### src/rtl/onehot_decoder_pipe.sv
// ---------------------------------------------------------------------------
// onehot_decoder_pipe
//
// Registered index decoder with a valid/ready handshake on both sides. Each
// accepted index is decoded immediately into a one-hot code (in_mode = 0) or
// a thermometer code (in_mode = 1). The result is stored in a 2-entry FIFO
// whose head drives the outputs. Indices at or above OUT_W produce a zero
// code with out_err set.
//
// Ports:
//   clock      rising-edge clock for all state
//   reset      asynchronous, active-low reset
//   in_valid   in_index / in_mode are valid
//   in_ready   an input transfer can happen this cycle (state-only)
//   in_index   index to decode (IN_W bits)
//   in_mode    0 = one-hot, 1 = thermometer
//   out_valid  out_data / out_err are valid
//   out_ready  downstream accepts the head entry this cycle
//   out_data   decoded code of the head entry, 0 when idle
//   out_err    head entry had an out-of-range index, 0 when idle
//   occupancy  number of entries held (0..2)
// ---------------------------------------------------------------------------
module onehot_decoder_pipe #(
    parameter int IN_W  = 3,
    parameter int OUT_W = 8
) (
    input  logic             clock,
    input  logic             reset,
    input  logic             in_valid,
    output logic             in_ready,
    input  logic [IN_W-1:0]  in_index,
    input  logic             in_mode,
    output logic             out_valid,
    input  logic             out_ready,
    output logic [OUT_W-1:0] out_data,
    output logic             out_err,
    output logic [1:0]       occupancy
);

    // Largest code width the index can address.
    localparam longint MAX_OUT_W = longint'(1) << IN_W;

    generate
        if (IN_W < 1 || IN_W > 31 || OUT_W < 2 || OUT_W > MAX_OUT_W) begin : g_bad_params
            $error("onehot_decoder_pipe: OUT_W must be in 2..2**IN_W");
        end
    endgenerate

    typedef struct packed {
        logic             err;
        logic [OUT_W-1:0] code;
    } entry_t;

    entry_t     mem [2];
    entry_t     dec;
    logic       head;
    logic       tail;
    logic [1:0] count;
    logic       push;
    logic       pop;
    int         idx;

    // ------------------------------------------------------------------
    // Decode at accept time so each entry carries its own mode.
    // ------------------------------------------------------------------
    always_comb begin
        // NOTE: every signal written here gets a default first, so no path
        // leaves it unassigned and no latch is inferred.
        dec = '0;
        idx = int'(in_index);
        if (idx >= OUT_W) begin
            dec.err = 1'b1;
        end else begin
            for (int i = 0; i < OUT_W; i++) begin
                dec.code[i] = in_mode ? (i <= idx) : (i == idx);
            end
        end
    end

    // ready depends only on stored occupancy and reset, never on out_ready
    assign in_ready  = (count != 2'd2) && reset;
    assign out_valid = (count != 2'd0);
    assign push      = in_valid && in_ready;
    assign pop       = out_valid && out_ready;

    // ------------------------------------------------------------------
    // Pointers and occupancy.
    // ------------------------------------------------------------------
    always_ff @(posedge clock or negedge reset) begin
        if (!reset) begin
            head  <= 1'b0;
            tail  <= 1'b0;
            count <= 2'd0;
        end else begin
            // NOTE: state registers use non-blocking assignments so every
            // flop samples the pre-edge values of the others.
            if (push) tail <= ~tail;
            if (pop)  head <= ~head;
            unique case ({push, pop})
                2'b10:   count <= count + 2'd1;
                2'b01:   count <= count - 2'd1;
                default: count <= count;
            endcase
        end
    end

    // NOTE: storage has no reset; a slot is only observed after it has been
    // written, and the outputs below are gated by out_valid.
    always_ff @(posedge clock) begin
        if (push) mem[tail] <= dec;
    end

    // Idle outputs are forced low rather than showing stale slot contents.
    assign out_data  = out_valid ? mem[head].code : '0;
    assign out_err   = out_valid ? mem[head].err  : 1'b0;
    assign occupancy = count;

endmodule

### config.mk
export PLATFORM = sky130hd
export DESIGN_NAME = onehot_decoder_pipe
export DESIGN_NICKNAME = d
export VERILOG_FILES = /design/src/rtl/onehot_decoder_pipe.sv
export SDC_FILE = /design/constraint.sdc
export NUM_CORES = 1
export LEC_CHECK = 0
export BUFFER_PORTS_ARGS = -buffer_cell sky130_fd_sc_hd__buf_2
export CORE_ASPECT_RATIO = 0.9
export CORE_UTILIZATION = 36
export CTS_CLUSTER_DIAMETER = 150
export DETAILED_ROUTE_END_ITERATION = 10
export PLACE_DENSITY = 0.69
export SYNTH_ARGS = -nofsm -noshare
export SYNTH_HDL_FRONTEND = slang
export SYNTH_SLANG_ARGS = --single-unit
### constraint.sdc
create_clock -name clock -period 2 [get_ports clock]
set_input_delay 0.1 -clock clock [delete_from_list [all_inputs] [get_ports clock]]
set_output_delay 0.1 -clock clock [all_outputs]
set_load 0.02 [all_outputs]
==> results.md <==
- Final setup TNS: 0 ns
- Post-synth ARST share: 0.200
- First-pass GRT wire length: 2390 µm
- Vias: roughly 600
- Die area: 2760 µm²
- Routed Wire Length: about 1500 µm
- Synth top area cells: edfxtp_1, dfrtp_1, mux2i_1
- Leakage: about 0.47 nW
- Grt total ovfl: 0
- Syn Area/Cell: 12.1 µm²
- Place WS: 0.387 ns
- Worst skew pair latency: between 0.2 and 0.3 ns
- Critical path, cell by cell: nand2b_1 -> nand3_2 -> nor2_1
- Post-Synthesis Cells: 76
- GP Congestion: 0.633
- Buffers added on ports: 19
- Reg2reg start: occupancy[0]$_DFFE_PN0P_
- Critical Path RT: 1.93 ns
- WHS Path Cells: 3
- Buf+Inv Stages, Crit Path: 0
- TritonCTS clock tree: done
- Crit. End Element: flip-flop
- Worst R2R Setup Slack: roughly 0.38 ns
- 1st-iter DRT viols: 5
- CTS H-tree lvls: 1
- Largest net degree at the start of global routing: 12
- Syn-to-layout area delta: 17.1%
- Reg-to-Reg End: mem[0][0]$_DFFE_PP_
- Final Hold Fails: 0
- RSZ-0062 raised after global routing: no
- Syn. warnings: 0
- Crit Path Category: flip-flop to flip-flop
- Hold Path End: tail$_DFFE_PN0P_
- Maximum VDD drop: 0.000577 V
- Clk sink count: 20
- Slew Viols, Final: 0
- Crit-path leading delay family: simple AND/OR/NAND/NOR gates
- Leading area contributor after synthesis: edfxtp_1
- I/O pin count: 21
- Fillers: 229
- Register area share after synthesis: 0.630
- Synthesized cell area: approximately 900 µm²
- Distinct cells, synth: 24
- # rows: 17
- CP max stage cell: nor2_1
- Reg2reg path depth: 3
- Hold wc startpoint: in_valid
- Vias in the first global route: 539
- Pwr/cell area: 1340 nW/µm²
- Average routed wire per standard cell: 12.0 µm
- Post-CTS setup buffer count: 0
- Slew margin rel.: 0.571
- Slowest stage delay, CP: about 0.52 ns
- Die width: ~55 µm
- Max Cap Viol: 0
- Setup ws final: ~0.38 ns
- TritonCTS Buffers: 3
- HP Class: primary input to flip-flop
- Worst slew pin tran: ~0.64 ns
- Layout Skew: 0.00324 ns
- DRT Pass-1 Iters: 2
- Synthesized Nets: 85
- Starting density of the core: 0.376
- Max Freq: 617 MHz
- Detail Route Antenna Nets: 0
- Residual DRC count: 0
- N_diodes: 0
- Final setup viols: 0
- Area share of the leading cell type in the synthesized netlist: 0.522
- FF+latch count, synth: 20
- Share of layout cells above drive strength 1: 0.278
- Clock transition at path regs: 0.10 ns
- Via density: 4.76
- Outcome: finished, final reports clean
- Root Buffer: clkbuf_4
- Clock buffer depth: 2
- Crit path max fanout: 8
- Levels on crit path: 3
- Crit start category: flip-flop
- Initial antenna violation count: 0
- Number of enable flip-flop cells after synthesis: 16
- Die Y: between 40 and 50 µm
- Ys flop type: edfxtp_1
- Layout Nets: 107
- Final period utilization: 0.810
- Core area: between 2000 and 2500 µm²
- Global Route Usage Sum: 0.116
- Crit path time final: 1.62 ns
- CP Data Arrival Time: 1.55 ns
==> kinds of logic after synthesis <==
kind of cell / synth area share
xor gates and xnor gates: 0.0476
muxes: 0.0978
buffers and inverters: 0.0380
other: 0.00407
AOI/OAI and AO/OA: 0.0326
and+or+nand+nor: 0.136
adders and majority gates: 0.0136
DFF: 0.630
==> state kept, by name, indices dropped and copies added (netlist names) <==
signal,cells
head,1
mem,16
occupancy,2
tail,1
==> layer usage <==
metal	global-route usage	part of all wire	wire [µm]	up-vias
met5	0	0	0	-
met2	0.181	0.49	734	12
met3	0.0131	0.027	40	4
li1	-	-	-	294
met1	0.150	0.46	694	285
met4	0.0875	0.020	30	0
==> layout by cell type, fill, tap and decap left out <==
cell and instances:
buf_2 19, nor2_1 16, edfxtp_1 16, mux2i_1 9
nand2_1 4, dfrtp_1 4, inv_1 3, xnor2_1 3
clkbuf_4 3, o21ai_0 2, xor2_1 2, buf_4 2
nand2b_1 1, and2_1 1, nor2_2 1, o31ai_1 1
a21oi_1 1, and3_1 1, nand3_2 1, o21a_1 1
nor2b_1 1, nor2b_2 1, ha_1 1, conb_1 1
clkinv_1 1, dlygate4sd3_1 1
==> final cells by class <==
| type | count | area (µm²) | share of cell area |
|---|---|---|---|
| clock buffers | 3 | 22.5 | 0.0209 |
| flip-flops and latches | 20 | 581 | 0.538 |
| repair buffers | 22 | 120 | 0.111 |
| well taps | 28 | 35.0 | 0.0325 |
| clock inverters | 1 | 3.75 | 0.00348 |
| multi-input cells | 48 | 305 | 0.283 |
| inverters | 3 | 11.3 | 0.0104 |
==> cells in the mapped netlist, types with 2 or more instances <==
library cell / instances
edfxtp_1: 16
o21ai_0: 2
clkbuf_1: 3
nand2_1: 4
xnor2_1: 3
nor2_1: 16
xor2_1: 2
dfrtp_1: 4
inv_1: 3
mux2i_1: 9
==> report_power, final <==
group / internal, W / leakage (nW) / total [W] / switching, W
logic: 0.000254 / 0.256 / 0.000628 / 0.000374
clock network: 0.0000725 / 0.0154 / 0.000183 / 0.000110
registers: 0.000542 / 0.195 / 0.000634 / 0.0000921
==> metrics by stage <==
| stage | instance area (µm²) | total power, W | hold slack [ns] | utilization | instances |
|---|---|---|---|---|---|
| floorplan | 921 | 0.00107 | -0.196 | - | 76 |
| CTS | 1080 | 0.00146 | 0.125 | 0.441 | 125 |
| global placement | 1040 | 0.00126 | -0.0777 | 0.426 | 120 |
| global route | 1080 | 0.00153 | 0.141 | 0.441 | 125 |
| detailed placement | 1040 | 0.00128 | -0.0756 | 0.426 | 120 |
| finish | 1080 | 0.00144 | 0.129 | 0.441 | 125 |
==> how the worst max path moves through the flow <==
stage                              from  slack (ns)                  end
2_1_floorplan  occupancy[0]$_DFFE_PN0P_        0.44  mem[1][0]$_DFFE_PP_
3_3_place_gp   occupancy[0]$_DFFE_PN0P_        0.48  mem[0][2]$_DFFE_PP_
3_5_place_dp   occupancy[0]$_DFFE_PN0P_        0.39  mem[0][2]$_DFFE_PP_
4_1_cts        occupancy[0]$_DFFE_PN0P_        0.37  mem[0][3]$_DFFE_PP_
5_1_grt        occupancy[0]$_DFFE_PN0P_        0.27  mem[0][3]$_DFFE_PP_
6_report       occupancy[0]$_DFFE_PN0P_        0.38  mem[0][0]$_DFFE_PP_
==> worst register-to-register path: cells and delay by family (launching register included) <==
| kind | cells | cell delay [ns] |
|---|---|---|
| simple gates | 3 | 0.82 |
| flops | 1 | 0.45 |
==> repair_timing <==
action / in CTS / in global routing
hold buffers: 1 / 0
resized for setup: 0 / 0
hold endpoints to repair: 4 / 0
Power figures use the tool's default switching activity.
